## src/rtl/button_debouncer.sv

```systemverilog
// Multi-channel push-button conditioner: a 2-FF synchronizer followed by a
// counter-based debounce FSM per channel, giving a clean level and a press pulse.
module button_debouncer #(
  parameter int NB_BUTTONS      = 4,
  parameter int DEBOUNCE_CYCLES = 1000000,
  parameter int NB_COUNTER      = 20
) (
  input  logic                  i_clock,
  input  logic                  i_reset,
  input  logic [NB_BUTTONS-1:0] i_button,
  output logic [NB_BUTTONS-1:0] o_level,
  output logic [NB_BUTTONS-1:0] o_pulse
);

  typedef enum logic [1:0] {
    IDLE      = 2'd0,
    WAIT_HIGH = 2'd1,
    HIGH      = 2'd2,
    WAIT_LOW  = 2'd3
  } state_t;

  localparam logic [NB_COUNTER-1:0] CNT_LAST = NB_COUNTER'(DEBOUNCE_CYCLES - 1);

  logic [NB_BUTTONS-1:0] r_sync1;
  logic [NB_BUTTONS-1:0] r_sync2;

  // NOTE: sequential state uses non-blocking assignments only, and reset is
  // sampled on the clock edge, so it must sit at the top of the if-chain.
  always_ff @(posedge i_clock) begin
    if (i_reset) begin
      r_sync1 <= '0;
      r_sync2 <= '0;
    end else begin
      r_sync1 <= i_button;
      r_sync2 <= r_sync1;
    end
  end

  for (genvar g = 0; g < NB_BUTTONS; g++) begin : g_channel
    state_t                r_state;
    state_t                w_state_next;
    logic [NB_COUNTER-1:0] r_cnt;
    logic [NB_COUNTER-1:0] w_cnt_next;
    logic                  r_level;
    logic                  r_pulse;
    logic                  w_level_next;
    logic                  w_pulse_next;
    logic                  w_sample;
    logic                  w_done;

    assign w_sample = r_sync2[g];
    assign w_done   = (r_cnt == CNT_LAST);

    always_ff @(posedge i_clock) begin
      if (i_reset) begin
        r_state <= IDLE;
        r_cnt   <= '0;
        r_level <= 1'b0;
        r_pulse <= 1'b0;
      end else begin
        r_state <= w_state_next;
        r_cnt   <= w_cnt_next;
        r_level <= w_level_next;
        r_pulse <= w_pulse_next;
      end
    end

    // NOTE: every always_comb output gets a default first so no path can
    // leave it unassigned and infer a latch.
    always_comb begin
      w_state_next = r_state;
      w_cnt_next   = r_cnt;
      case (r_state)
        IDLE: begin
          if (w_sample) begin
            w_state_next = WAIT_HIGH;
            w_cnt_next   = '0;
          end
        end
        WAIT_HIGH: begin
          if (!w_sample)   w_state_next = IDLE;
          else if (w_done) w_state_next = HIGH;
          else             w_cnt_next   = r_cnt + NB_COUNTER'(1);
        end
        HIGH: begin
          if (!w_sample) begin
            w_state_next = WAIT_LOW;
            w_cnt_next   = '0;
          end
        end
        WAIT_LOW: begin
          if (w_sample)    w_state_next = HIGH;
          else if (w_done) w_state_next = IDLE;
          else             w_cnt_next   = r_cnt + NB_COUNTER'(1);
        end
        default: begin
          w_state_next = IDLE;
          w_cnt_next   = '0;
        end
      endcase
    end

    // Pulse only on an accepted press; a bounce back from WAIT_LOW is silent.
    always_comb begin
      w_level_next = (w_state_next == HIGH) || (w_state_next == WAIT_LOW);
      w_pulse_next = (r_state == WAIT_HIGH) && (w_state_next == HIGH);
    end

    assign o_level[g] = r_level;
    assign o_pulse[g] = r_pulse;
  end

endmodule

```

## config.mk

```make
export PLATFORM = sky130hd
export DESIGN_NAME = button_debouncer
export DESIGN_NICKNAME = d
export VERILOG_FILES = /design/src/rtl/button_debouncer.sv
export SDC_FILE = /design/constraint.sdc
export NUM_CORES = 1
export LEC_CHECK = 0
export CELL_PAD_IN_SITES_DETAIL_PLACEMENT = 1
export CELL_PAD_IN_SITES_GLOBAL_PLACEMENT = 1
export CORE_MARGIN = 4
export CORE_UTILIZATION = 49
export CTS_BUF_LIST = sky130_fd_sc_hd__clkbuf_4
export DETAILED_ROUTE_END_ITERATION = 8
export HOLD_SLACK_MARGIN = 0.08
export PLACE_DENSITY = 0.8
export SETUP_SLACK_MARGIN = 0.3
export SYNTH_ARGS = -nofsm -noshare
export SYNTH_HDL_FRONTEND = slang
export SYNTH_SLANG_ARGS = --single-unit
```

## constraint.sdc

```tcl
create_clock -name i_clock -period 2.4 [get_ports i_clock]
set_input_delay 0.6 -clock i_clock [delete_from_list [all_inputs] [get_ports i_clock]]
set_output_delay 0.6 -clock i_clock [all_outputs]
set_load 0.03 [all_outputs]
```

Word level (Yosys, flattened, before mapping)
Cells that the tools add are included.

Memory bits (read-only): 0. Bits of input ports: 6. Memories kept: 0. Output and inout port bits: 8. Bits in registers: 104. Memory bits (writable): 0. Bits in latches: 0.

Magnitude comparators: 0. Equal/unequal tests: 40. Shift-type cells: 0. Muxes and demuxes: 52. Multipliers: 0. Bitwise logic cells: 0. Add/subtract/negate cells: 4. Div/mod/pow operators: 0. Reduce and logical (&&, ||, !) cells: 16.

Operator list (count): 20-bit two-way mux (20); 20-bit one-hot mux with 4 select lines (4); 20-bit by 1-bit adder with 20-bit output (second input constant) (4); 20-bit equality test (second input constant) (4); 2-bit two-way mux (24); 2-bit equality test (second input constant) (16); 2-bit inequality test (second input constant) (16); 2-bit one-hot mux with 4 select lines (4); 4-bit AND reduction (4); 2-bit by 1-bit equality test with 1-bit output (second input constant) (4); 2-bit logical NOT (4); 1-bit logical AND (4); 1-bit logical OR (4).

Longest topological paths before layout
Gate-level depths: netlist of run 1.

Depth in word-level cells: 6. Mapped depth: 8. Gate-level depth less buffers: 6.

Worst setup path before layout of run 1
No wires, ideal clock.

Path type: flip-flop to flip-flop. Start point: register g_channel[2].r_cnt[0]. End point: register g_channel[2].r_state[1]. Setup time: 0.128 ns. Path buffers: 1. Data arrival time: 1.942 ns. Cell stages (with the launch flop): 8. Path slack: 0.330 ns. Period minus slack after synthesis: 2.070 ns. Cells stage by stage: dfxtp_1 > ha_1 > nand3_1 > or3_2 > buf_2 > or4b_4 > mux2i_1 > nor2_1.

Word-level cells in the longest chain between the ends: 4. Elaborated cells on any way between the ends: 6. Classes of those cells: eq/ne: 1; mux: 5.

RTL lines: start, declared (line 42) `logic [NB_COUNTER-1:0] r_cnt;`; start signal, assigned (line 62) `r_cnt <= w_cnt_next;`; 20-bit equality test (*) (line 52) `assign w_done = (r_cnt == CNT_LAST);`; 2-bit two-way mux, on equally long branches (line 93, 82); 2-bit two-way mux, on equally long branches (line 92, 81); 2-bit one-hot mux with 4 select lines (*) (line 73) `case (r_state)`; end signal, assigned (line 61) `r_state <= w_state_next;`; end, declared (line 40) `state_t r_state;`.

Mark *: on every way between the ends. The rest lies on a longest branch, timed or not. A chain may end at the register's enable or synchronous reset.

Final worst setup path of run 1
Start point: register g_channel[2].r_cnt[15]. End point: register g_channel[2].r_cnt[2].

Word-level cells in the longest chain between the ends: 4. Elaborated cells on any way between the ends: 5. Classes of those cells: eq/ne: 1; mux: 4.

RTL lines (line): 20-bit equality test (*) (52); 20-bit two-way mux (*); 20-bit two-way mux, on equally long branches; 20-bit one-hot mux with 4 select lines (*).

Mark *: on every way between the ends. The rest lies on a longest branch, timed or not. The select of a mux whose other input is x is not followed.

==> results.txt, run 1 <==
----------------------------------------------------
[STA]
  Max-slew headroom ... 51.2%
  Count of endpoints failing hold in the final timing report ... 0
  Part of the cycle the worst path needs ... 87.5%
  Slew at the pin closest to its max-slew limit ... 0.732 ns
  Endpoints failing setup ... 0
  Highest clock frequency the design can meet ... 0.476 GHz
  Setup skew after layout ... 0.0162 ns
  Worst hold margin ... 0.457 ns
  Final slew viol count ... 0
  Crit path time final ... roughly 2.1 ns
  Unrepaired setup endpoints after global routing ... true
  Total negative slack for setup checks ... 0 ns

[Synthesis]
  Ranking of synthesized cells by instance count ... 101 x dfxtp_1, 66 x nor2_1, 50 x a21oi_1
  Most frequently used flop master after synthesis ... dfxtp_1
  Post-synth net total ... 607
  Library cells used by synthesis ... a little under 50
  Avg Cell Area, Syn ... slightly above 8 um2
  Share of synthesized flip-flops with an asynchronous set or reset ... 0%
  Top cells by area in the synthesized netlist ... dfxtp_1 41%, a21oi_1 5.0%, nor2_1 5.0%
  Total of warnings raised by yosys ... 0
  Leading cell type by number of instances after synthesis ... dfxtp_1
  Portion of the post-synthesis area used by sequential elements ... around two fifths
  Number of instances in the synthesized netlist ... 597
  Top cell type by total area after synthesis ... dfxtp_1
  Share of the synthesized area in the top cell type ... 40.8%
  Post-synth EDFFs ... 0
  Post-synthesis instance area ... about 5000 um2
  Flip-flop and latch count after synthesis ... 101

[CTS]
  Library cell used as clock root buffer ... clkbuf_4
  CTS Buf Count ... 9
  Clock slew seen by the registers of the worst setup and hold paths ... 0.16 ns
  Maximum number of buffers from clock root to sink ... 2
  Clock tree from TritonCTS ... done
  Worst skew pair latency ... 0.50 ns
  Clock sink count ... 101
  Number of H-tree levels ... 3

[Setup path]
  Worst Setup Start Kind ... flop
  Worst Path Max Fanout ... 8
  Kind of end point of the critical path ... flop
  Path type of the worst setup path ... reg -> reg
  Worst reg2reg path depth ... 6
  Required time at the endpoint of the critical path ... between 2 and 3 ns
  Worst R2R Setup Slack ... between 0.3 and 0.4 ns
  Arrival time reported for the critical path endpoint ... 2.51 ns

[Layout]
  Filler instances ... 1202
  Layout-stage area growth over the synthesis result ... 14.6%
  Share of final-layout standard cells stronger than drive strength 1 ... 16.4%
  Ant diodes ... 0
  Filler-free cell count of the finished design ... approximately 770
  Reg area ... between 2000 and 2500 um2
  Final Net Count ... 640
  Total area of multi-input combinational cells ... 2880 um2

[Route]
  Wirelength, routed ... 13.0 mm
  Number of nets with antenna violations after detailed routing ... 0
  Drt initial violations ... between 150 and 200
  Number of remaining DRC errors ... 0
  DR vias ... 4510
  Via-per-instance ratio ... slightly below 6
  WL per Instance ... around 17 um
  Length of the first detailed-routing pass in iterations ... 4

[Place]
  Number of I/O port buffers ... 13
  Routability Congestion ... about 0.86
  Instance count after placement with tap cells included ... between 700 and 800
  DPL Wire Length ... 8.44 mm

[Power]
  PwrDens ... 470 nW/um2
  Power share of the sequential group ... between 60 and 70%
  Net switching power ... 0.711 mW
  Share of total power in combinational logic ... 5.3%
  Switching part of the total power ... 26.6%
  Static leakage ... 1.86 nW
  Cell Int Power ... between 1.5 and 2 mW
  Clock share of power ... between 30% and 40%
  Total design power ... 2.67 mW
  Maximum ir drop on the vdd rail ... 0.409 mV

[Die]
  Die span in x ... about 110 um
  Core Region ... 9820 um2
  Effective utilization at floorplan ... 50.5%
  Number of core rows ... 36
  Height of the die ... 109 um
  Overall die area ... 11800 um2
  Boundary pin count ... 14

[Global routing]
  Number of antenna violations at the first check in global routing ... 0
  Largest net degree at the start of global routing ... between 40 and 50
  Global-route total usage across every layer ... 22.8%
  Wire length of the first global-routing pass ... 21.7 mm
  Aggregate global routing overflow ... 0
  Vias in the first global route ... 4493

[Min path]
  Cell depth of the worst hold path ... 1
  Class of the worst hold path ... reg -> reg

[Run]
  Number of maximum-capacitance constraint violations ... 0

[Outcome]
  Status ... finished, final reports clean

----------------------------------------------------
## flip-flops by register name, summed over array words and instances (netlist names)
signal             cells
g_channel.r_level      1
g_channel.r_pulse      4
r_sync1                4
r_sync2                4
g_channel.r_state      8
g_channel.r_cnt       80
## power groups by stage
| stage | Clock, mW | Sequential [mW] | Combinational, mW |
|---|---|---|---|
| 2_1_floorplan | 0 | 1.73 | 0.0810 |
| 3_3_place_gp | 0 | 1.73 | 0.123 |
| 3_5_place_dp | 0 | 1.73 | 0.127 |
| 4_1_cts | 0.873 | 1.70 | 0.134 |
| 5_1_grt | 0.945 | 1.70 | 0.157 |
| 6_report | 0.834 | 1.70 | 0.142 |
## cell families (layout without fill, tap and decap cells)
kind of cell	Yosys count	count (layout)	share of synthesized area (%)
AOI/OAI and AO/OA	118	119	14.0
xor gates and xnor gates	37	37	6.53
adders and majority gates	4	4	1.01
buffers and inverters	47	84	4.41
DFF	101	101	40.8
muxes	3	3	0.605
and+or+nand+nor	287	287	32.7
## cell usage in the layout, fill, tap and decap left out, types with 4 or more instances in the layout
master	instances
nor4_1	6
or2_2	5
nand3_1	28
nor2b_1	8
or3_1	16
or4_1	25
and2_1	11
dfxtp_1	88
a21oi_1	50
clkbuf_4	9
dfxtp_2	11
o21ai_0	30
nor3_1	7
o31ai_1	6
inv_1	17
nor2_1	66
and4_1	4
and3_1	9
clkdlybuf4s50_1	4
a31oi_1	4
o21ai_1	6
nand2_1	31
dlygate4sd2_1	8
or4_4	6
nand2b_1	14
buf_4	36
xnor2_1	17
nor4b_1	5
xor2_1	20
nand4_1	21
o211ai_1	6
## routing by layer
metal	part of all wire, %	up-vias	track usage [%]
met2	50	59	37.9
met5	0	-	0
met3	3.1	10	6.15
met4	0.86	0	5.14
li1	-	2224	-
met1	47	2217	29.6
## critical path, cell delays in order (launching register included)
cell     delay [ns]
dfxtp_2        0.37
or4bb_1        0.52
or4_4          0.54
o21ai_4        0.19
buf_12         0.14
a21oi_1        0.04
o32ai_1        0.22
## path summary, 6_finish.rpt
kind                                end              startpoint
setup / recovery  g_channel[2].r_cnt[2]  g_channel[2].r_cnt[15]
hold / removal               r_sync2[1]              r_sync1[1]
hold reg to reg              r_sync2[1]              r_sync1[1]
setup reg to reg  g_channel[2].r_cnt[2]  g_channel[2].r_cnt[15]
## metrics by stage
stage | utilization [%] | instance area [um2] | setup WS (ns)
after global routing | 57.9 | 5680 | 0.218
after floorplan | - | 4960 | 0.330
after detailed placement | 53.7 | 5270 | 0.195
after CTS | 55.9 | 5490 | 0.301
after global placement | 53.7 | 5270 | 0.278
final | 57.9 | 5680 | 0.301
## timing repair
item	in CTS	in global routing
buffers inserted	8	7
endpoints found under the setup margin	64	62
resized for setup	22	36
hold buffers	0	0
pin swaps	3	11
gates cloned	0	1
## final cells by class
class / count / area share, %
clock buffers: 9 / 1.19
clock inverters: 7 / 0.858
flip-flops and latches: 101 / 35.9
well taps: 133 / 2.93
inverters: 17 / 1.12
repair buffers: 51 / 7.33
multi-input cells: 450 / 50.6
(Power assumes the default switching activity.)
==> inputs of run 2 (changes only) <==
--- a/config.mk
+++ b/config.mk
@@ -8,11 +8,10 @@
 export CELL_PAD_IN_SITES_DETAIL_PLACEMENT = 1
 export CELL_PAD_IN_SITES_GLOBAL_PLACEMENT = 1
 export CORE_MARGIN = 4
-export CORE_UTILIZATION = 49
-export CTS_BUF_LIST = sky130_fd_sc_hd__clkbuf_4
+export CORE_UTILIZATION = 47
 export DETAILED_ROUTE_END_ITERATION = 8
 export HOLD_SLACK_MARGIN = 0.08
-export PLACE_DENSITY = 0.8
+export PLACE_DENSITY = 0.78
 export SETUP_SLACK_MARGIN = 0.3
 export SYNTH_ARGS = -nofsm -noshare
 export SYNTH_HDL_FRONTEND = slang
==> results.txt, run 2 (synthesis results as in run 1) <==
----------------------------------------------------
[Power]
  PwrDens ... 501 nW/um2 (+6.6%)
  Maximum ir drop on the vdd rail ... 0.495 mV (+21%)
  Cell Int Power ... 2.15 mW (+9.4%)
  Static leakage ... 1.83 nW (-1.7%)
  Share of total power in combinational logic ... 4.9% (-0.4 points)
  Power share of the sequential group ... 59.2% (-4.3 points)
  Switching part of the total power ... 25.0% (-1.6 points)
  Net switching power ... 0.716 mW (+0.63%)
  Clock share of power ... 35.9% (+4.7 points)

[Setup path]
  Slowest cell on the critical path ... or4b_4
  Worst Path Max Fanout ... 12 (+4)
  Crit path buffers/inverters ... 1 (unchanged)
  Worst Setup Start Kind ... flop
  Worst R2R Setup Slack ... 0.26 ns (-0.04 ns)
  Arrival time reported for the critical path endpoint ... 2.45 ns (-0.06 ns)
  Required time at the endpoint of the critical path ... 2.71 ns (-0.10 ns)
  Kind of end point of the critical path ... flop
  Path type of the worst setup path ... reg -> reg
  Beginning of the worst register-to-register path ... g_channel[2].r_cnt[10]
  Kind of cell with the highest combined delay on the critical path ... simple AND/OR/NAND/NOR gates
  CP peak stage delay ... 0.54 ns (about the same)
  Timing startpoint of the critical path ... g_channel[2].r_cnt[10]
  Crit path cell chain ... or4b_4 -> or4_4 -> o21ai_4 -> buf_12 -> o21bai_4 -> nor2_1

[Run]
  Number of maximum-capacitance constraint violations ... 0 (unchanged)

[STA]
  Part of the cycle the worst path needs ... 89.2% (+1.8 points)
  Slew at the pin closest to its max-slew limit ... 0.658 ns (-0.0737 ns)
  Endpoints failing setup ... 0 (unchanged)
  Slack of the critical path ... 0.258 ns (-0.0424 ns)
  Worst hold margin ... 0.444 ns (-0.0128 ns)
  Final slew viol count ... 0 (unchanged)
  Max-slew headroom ... 56.1% (+4.9 points)
  Setup skew after layout ... 0.0105 ns (-0.00566 ns)
  Unrepaired setup endpoints after global routing ... true
  Highest clock frequency the design can meet ... 0.467 GHz (-2.0%)
  Total negative slack for setup checks ... 0 ns (unchanged)
  Crit path time final ... 2.14 ns (+0.0424 ns)
  Count of endpoints failing hold in the final timing report ... 0 (unchanged)

[CTS]
  Clock slew seen by the registers of the worst setup and hold paths ... 0.10 ns (-0.06 ns)
  Library cell used as clock root buffer ... clkbuf_8
  Clock tree from TritonCTS ... done
  Worst skew pair latency ... 0.39 ns (-0.11 ns)
  CTS Buf Count ... 9 (unchanged)
  Number of H-tree levels ... 3 (unchanged)
  Maximum number of buffers from clock root to sink ... 2 (unchanged)
  Clock sink count ... 101 (unchanged)

[Route]
  Wirelength, routed ... 13.0 mm (-0.19%)
  Number of remaining DRC errors ... 0 (unchanged)
  Via-per-instance ratio ... 5.91 (+0.66%)
  WL per Instance ... 17.0 um (+0.46%)
  DR vias ... 4510 (unchanged)
  Length of the first detailed-routing pass in iterations ... 4 (unchanged)
  Drt initial violations ... 186 (-2.6%)
  Number of nets with antenna violations after detailed routing ... 0 (unchanged)

[Die]
  Number of core rows ... 37 (+2.8%)
  Core Region ... 10300 um2 (+5.1%)
  Overall die area ... 12300 um2 (+3.9%)
  Effective utilization at floorplan ... 48.0% (-2.5 points)
  Die span in x ... 111 um (+2.0%)
  Height of the die ... 111 um (+2.0%)
  Boundary pin count ... 14 (unchanged)

[Place]
  Number of I/O port buffers ... 13 (unchanged)
  DPL Wire Length ... 8.61 mm (+1.9%)
  Routability Congestion ... 0.865 (+0.28%)
  Post-place setup slack ... 0.190 ns (-0.00503 ns)

[Global routing]
  Number of antenna violations at the first check in global routing ... 0 (unchanged)
  Largest net degree at the start of global routing ... 38 (-9.5%)
  Aggregate global routing overflow ... 0 (unchanged)
  Global-route total usage across every layer ... 21.1% (-1.7 points)
  Wire length of the first global-routing pass ... 21.9 mm (+0.86%)
  Vias in the first global route ... 4671 (+4.0%)

[Layout]
  Final Net Count ... 632 (-1.3%)
  Register bank with the most flops ... g_channel.r_cnt
  Core Util, Final ... 55.3% (-2.6 points)
  Ant diodes ... 0 (unchanged)
  Total area of multi-input combinational cells ... 2860 um2 (-0.61%)
  Biggest registers after layout ... g_channel.r_cnt (80), g_channel.r_state (8)
  Reg area ... 2040 um2 (unchanged)
  Layout-stage area growth over the synthesis result ... 15.1%
  Highest-count cells in the layout ignoring fill and taps ... 88 x dfxtp_1, 63 x nor2_1, 50 x a21oi_1, 32 x o21ai_0, 31 x nand2_1
  Filler instances ... 1230 (+2.3%)
  Largest register FFs ... 80 (unchanged)
  Leading cell type in the layout, fill and taps excluded ... dfxtp_1
  Share of final-layout standard cells stronger than drive strength 1 ... 15.9% (-0.43 points)

[Min path]
  Class of the worst hold path ... reg -> reg
  Start point of the worst min-delay path ... r_sync1[3]

[Outcome]
  Status ... finished, final reports clean

----------------------------------------------------
run 2: cell types whose count changed in the layout (fill, tap and decap cells not counted), sizes merged, moves of 2 or more:
cell | before | now
clkinvlp | 1 | 3
clkdlybuf4s50 | 4 | 9
dlygate4sd2 | 8 | 2
clkbuf | 9 | 11
inv | 19 | 17
buf | 39 | 32
clkinv | 4 | 2
run 2: final timing paths:
path / end / depth (start not counted)
worst max-delay path: g_channel[2].r_cnt[9] / 6
worst min-delay path: r_sync2[3] / 1
worst max register to register: g_channel[2].r_cnt[9] / 6
worst min register to register: r_sync2[3] / 1
run 2: layout make-up:
cell class / count / area share (%)
inverters: 17 / 1.12
clock buffers: 11 / 2.48
repair buffers: 44 / 6.92
well taps: 136 / 2.98
clock inverters: 5 / 0.635
flip-flops and latches: 101 / 35.8
multi-input cells: 449 / 50.1
run 2: power by group through the flow:
| stage | Combinational (mW) | Sequential (mW) | Clock, mW |
|---|---|---|---|
| after floorplan | 0.0810 | 1.73 | 0 |
| after global placement | 0.125 | 1.73 | 0 |
| after detailed placement | 0.129 | 1.73 | 0 |
| after CTS | 0.135 | 1.70 | 1.07 |
| after global routing | 0.154 | 1.70 | 1.13 |
| final | 0.140 | 1.69 | 1.03 |
run 2: metal layers:
layer	vias up	track usage [%]	wire length (um)
li1	2203	-	-
met1	2237	26.2	6020
met2	51	35.8	6370
met3	19	4.91	349
met4	0	7.39	232
met5	-	0	0
run 2: metrics by stage:
| stage | instance area (um2) | std cells | power (mW) |
|---|---|---|---|
| after detailed placement | 5290 | 738 | 1.86 |
| after CTS | 5540 | 757 | 2.90 |
| after floorplan | 4960 | 597 | 1.81 |
| final | 5710 | 763 | 2.86 |
| after global placement | 5290 | 738 | 1.86 |
| after global routing | 5710 | 763 | 2.98 |
run 2: repair_timing:
| item | in CTS | in global routing |
|---|---|---|
| hold buffers | 0 | 0 |
| buffers inserted | 3 | 6 |
| gates resized for setup | 12 | 40 |
| endpoints found under the setup margin | 46 | 61 |
| pin swaps | 3 | 11 |
==> inputs of run 3 (changes only) <==
--- a/config.mk
+++ b/config.mk
@@ -10,6 +10,7 @@
 export CORE_MARGIN = 4
 export CORE_UTILIZATION = 47
 export DETAILED_ROUTE_END_ITERATION = 8
+export GPL_TIMING_DRIVEN = 0
 export HOLD_SLACK_MARGIN = 0.08
 export PLACE_DENSITY = 0.78
 export SETUP_SLACK_MARGIN = 0.3
==> results.txt, run 3 (synthesis results as in run 1) <==
----------------------------------------------------
[Outcome]
  Status ... finished, final reports clean

[Setup path]
  Worst reg2reg path depth ... 6 (unchanged)
  Arrival time reported for the critical path endpoint ... 2.58 ns (+0.13 ns)
  Required time at the endpoint of the critical path ... 2.66 ns (-0.05 ns)
  Path type of the worst setup path ... reg -> reg
  Slowest cell on the critical path ... or4b_4
  Kind of end point of the critical path ... flop
  Kind of cell with the highest combined delay on the critical path ... simple AND/OR/NAND/NOR gates
  Worst Setup Start Kind ... flop
  End of the worst register-to-register path ... g_channel[2].r_cnt[6]
  Beginning of the worst register-to-register path ... g_channel[2].r_cnt[10]
  Crit path cell chain ... or4b_4 -> or4_4 -> o211ai_1 -> buf_4 -> a2bb2oi_1 -> nor2_1
  Crit path buffers/inverters ... 1 (unchanged)
  Crit. path cell count ... 6 (unchanged)
  Worst Path Max Fanout ... 3 (-9)
  CP peak stage delay ... 0.56 ns (+0.02 ns)
  Worst R2R Setup Slack ... 0.07 ns (-0.19 ns)

[CTS]
  Clock sink count ... 101 (unchanged)
  CTS Hold Buffers Added ... 0 (unchanged)
  Maximum number of buffers from clock root to sink ... 2 (unchanged)
  Worst skew pair latency ... 0.39 ns (about the same)
  Clock tree from TritonCTS ... done
  Library cell used as clock root buffer ... clkbuf_8
  Clock slew seen by the registers of the worst setup and hold paths ... 0.11 ns (about the same)
  CTS Buf Count ... 9 (unchanged)
  Number of H-tree levels ... 3 (unchanged)

[STA]
  Highest clock frequency the design can meet ... 0.429 GHz (-8.0%)
  Total negative slack for setup checks ... 0 ns (unchanged)
  Slack of the critical path ... 0.0711 ns (-0.187 ns)
  Endpoints failing setup ... 0 (unchanged)
  Crit path time final ... 2.33 ns (+0.187 ns)
  Setup skew after layout ... 0.0166 ns (+0.00607 ns)
  Count of endpoints failing hold in the final timing report ... 0 (unchanged)
  Worst hold margin ... 0.453 ns (+0.00904 ns)
  Max-slew headroom ... 50.0% (-6.2 points)
  Final slew viol count ... 0 (unchanged)
  Part of the cycle the worst path needs ... 97.0% (+7.8 points)
  Slew at the pin closest to its max-slew limit ... 0.744 ns (+0.0857 ns)
  Unrepaired setup endpoints after global routing ... true

[Route]
  WL per Instance ... 19.2 um (+13%)
  Wirelength, routed ... 15.1 mm (+16%)
  Number of nets with antenna violations after detailed routing ... 0 (unchanged)
  Length of the first detailed-routing pass in iterations ... 5 (+1)
  Number of remaining DRC errors ... 0 (unchanged)
  Drt initial violations ... 260 (+40%)
  Via-per-instance ratio ... 6.01 (+1.7%)
  DR vias ... 4713 (+4.5%)

[Die]
  Boundary pin count ... 14 (unchanged)
  Number of core rows ... 37 (unchanged)
  Height of the die ... 111 um (unchanged)
  Effective utilization at floorplan ... 48.0% (unchanged)
  Core Region ... 10300 um2 (unchanged)
  Overall die area ... 12300 um2 (unchanged)
  Die span in x ... 111 um (unchanged)

[Run]
  Number of maximum-capacitance constraint violations ... 0 (unchanged)

[Layout]
  Leading cell type in the layout, fill and taps excluded ... dfxtp_1
  Final Net Count ... 654 (+3.5%)
  Highest-count cells in the layout ignoring fill and taps ... 85 x dfxtp_1, 54 x nor2_1, 49 x a21oi_1, 30 x nand2_1, 30 x o21ai_0
  Core Util, Final ... 58.9% (+3.6 points)
  Post-Layout Inst Area ... 6080 um2 (+6.6%)
  Register bank with the most flops ... g_channel.r_cnt
  Biggest registers after layout ... g_channel.r_cnt (80), g_channel.r_state (8)
  Ant diodes ... 0 (unchanged)
  Largest register FFs ... 80 (unchanged)
  Filler instances ... 1205 (-2.0%)
  Share of final-layout standard cells stronger than drive strength 1 ... 19.4% (+3.5 points)
  Layout-stage area growth over the synthesis result ... 22.7%

[Min path]
  Cell depth of the worst hold path ... 1 (unchanged)
  Endpoint, Worst Hold ... r_sync2[3]
  Class of the worst hold path ... reg -> reg
  Start point of the worst min-delay path ... r_sync1[3]

[Global routing]
  Met3 usage ... 5.29% (+0.38 points)
  Met2 usage in global routing ... 41.8% (+6.0 points)
  Gr busiest metal ... met2
  Global-route total usage across every layer ... 24.0% (+3.0 points)
  Largest net degree at the start of global routing ... 16 (-58%)
  Wire length of the first global-routing pass ... 24.7 mm (+13%)
  GR met1 Demand/Resource ... 30.0% (+3.9 points)
  Vias in the first global route ... 4954 (+6.1%)
  Number of antenna violations at the first check in global routing ... 0 (unchanged)
  Aggregate global routing overflow ... 0 (unchanged)

[Power]
  Static leakage ... 1.97 nW (+7.7%)
  Switching part of the total power ... 22.9% (-2.1 points)
  PwrDens ... 519 nW/um2 (+3.6%)
  Net switching power ... 0.724 mW (+1.2%)
  Maximum ir drop on the vdd rail ... 0.498 mV (+0.58%)
  Cell Int Power ... 2.44 mW (+13%)
  Share of total power in combinational logic ... 5.5% (+0.6 points)
  Power share of the sequential group ... 53.6% (-5.6 points)
  Clock share of power ... 41.0% (+5.1 points)

[Place]
  Number of I/O port buffers ... 12 (-1)
  Routability Congestion ... 0.844 (-2.5%)
  DPL Wire Length ... 9.27 mm (+7.7%)
  Instance area at placement ... 5250 um2 (-0.76%)
  Post-place setup slack ... -0.167 ns (-0.357 ns)

----------------------------------------------------
## run 3: cell types whose count changed in the layout (fill, tap and decap cells not counted), sizes merged
cell	delta
dlygate4sd2	+2
clkbuf	+14
clkinvlp	-2
dlymetal6s2s	+2
bufinv	+3
buf	+8
clkdlybuf4s50	-4
clkinv	-2
## run 3: worst reg2reg max path: cells and delay by family, from the launching register on
family                 cells  cell delay, ns
flip-flops                 1            0.35
AO/OA/AOI/OAI              2            0.50
AND/OR/NAND/NOR            3            1.16
buffers and inverters      1            0.19
## run 3: metal layers
metal  wire length (um)  vias up
li1                   -     2253
met1               6660     2336
met2               7560       92
met3                469       32
met4                400        0
met5                  0        -
## run 3: cell type report
class                   count  area, um2  share of cell area, %
multi-input cells         449       3020                   49.6
flip-flops and latches    101       2060                   33.8
repair buffers             36        357                   5.86
plain buffers              30        189                   3.11
well taps                 136        170                   2.80
clock buffers              11        131                   2.16
clock inverters             4       97.6                   1.60
inverters                  17       63.8                   1.05
## run 3: how the worst max path moves through the flow
stage,startpoint,endpoint,slack [ns]
6_report,g_channel[2].r_cnt[10],g_channel[2].r_cnt[6],0.07
3_5_place_dp,g_channel[3].r_cnt[0],g_channel[3].r_cnt[0],-0.17
3_3_place_gp,g_channel[3].r_cnt[0],g_channel[3].r_cnt[0],-0.16
2_1_floorplan,g_channel[2].r_cnt[0],g_channel[2].r_state[1],0.33
4_1_cts,g_channel[2].r_cnt[10],g_channel[2].r_cnt[12],0.23
5_1_grt,g_channel[2].r_cnt[10],g_channel[2].r_cnt[6],0.03
## run 3: power groups by stage
stage | logic (mW) | clock network [mW] | registers (mW)
floorplan | 0.0810 | 0 | 1.73
CTS | 0.153 | 1.32 | 1.70
global route | 0.186 | 1.39 | 1.70
global placement | 0.123 | 0 | 1.73
detailed placement | 0.126 | 0 | 1.74
finish | 0.172 | 1.29 | 1.69
## run 3: through the flow
step / instances / power, mW
floorplan: 597 / 1.81
global placement: 745 / 1.86
detailed placement: 745 / 1.86
CTS: 778 / 3.17
global route: 784 / 3.27
finish: 784 / 3.16
## run 3: what timing repair did
| item | in CTS | in global routing |
|---|---|---|
| gates cloned | 3 | 0 |
| resized for setup | 54 | 67 |
| endpoints found under the setup margin | 85 | 71 |
| pin swaps | 20 | 12 |
| setup buffers | 15 | 6 |
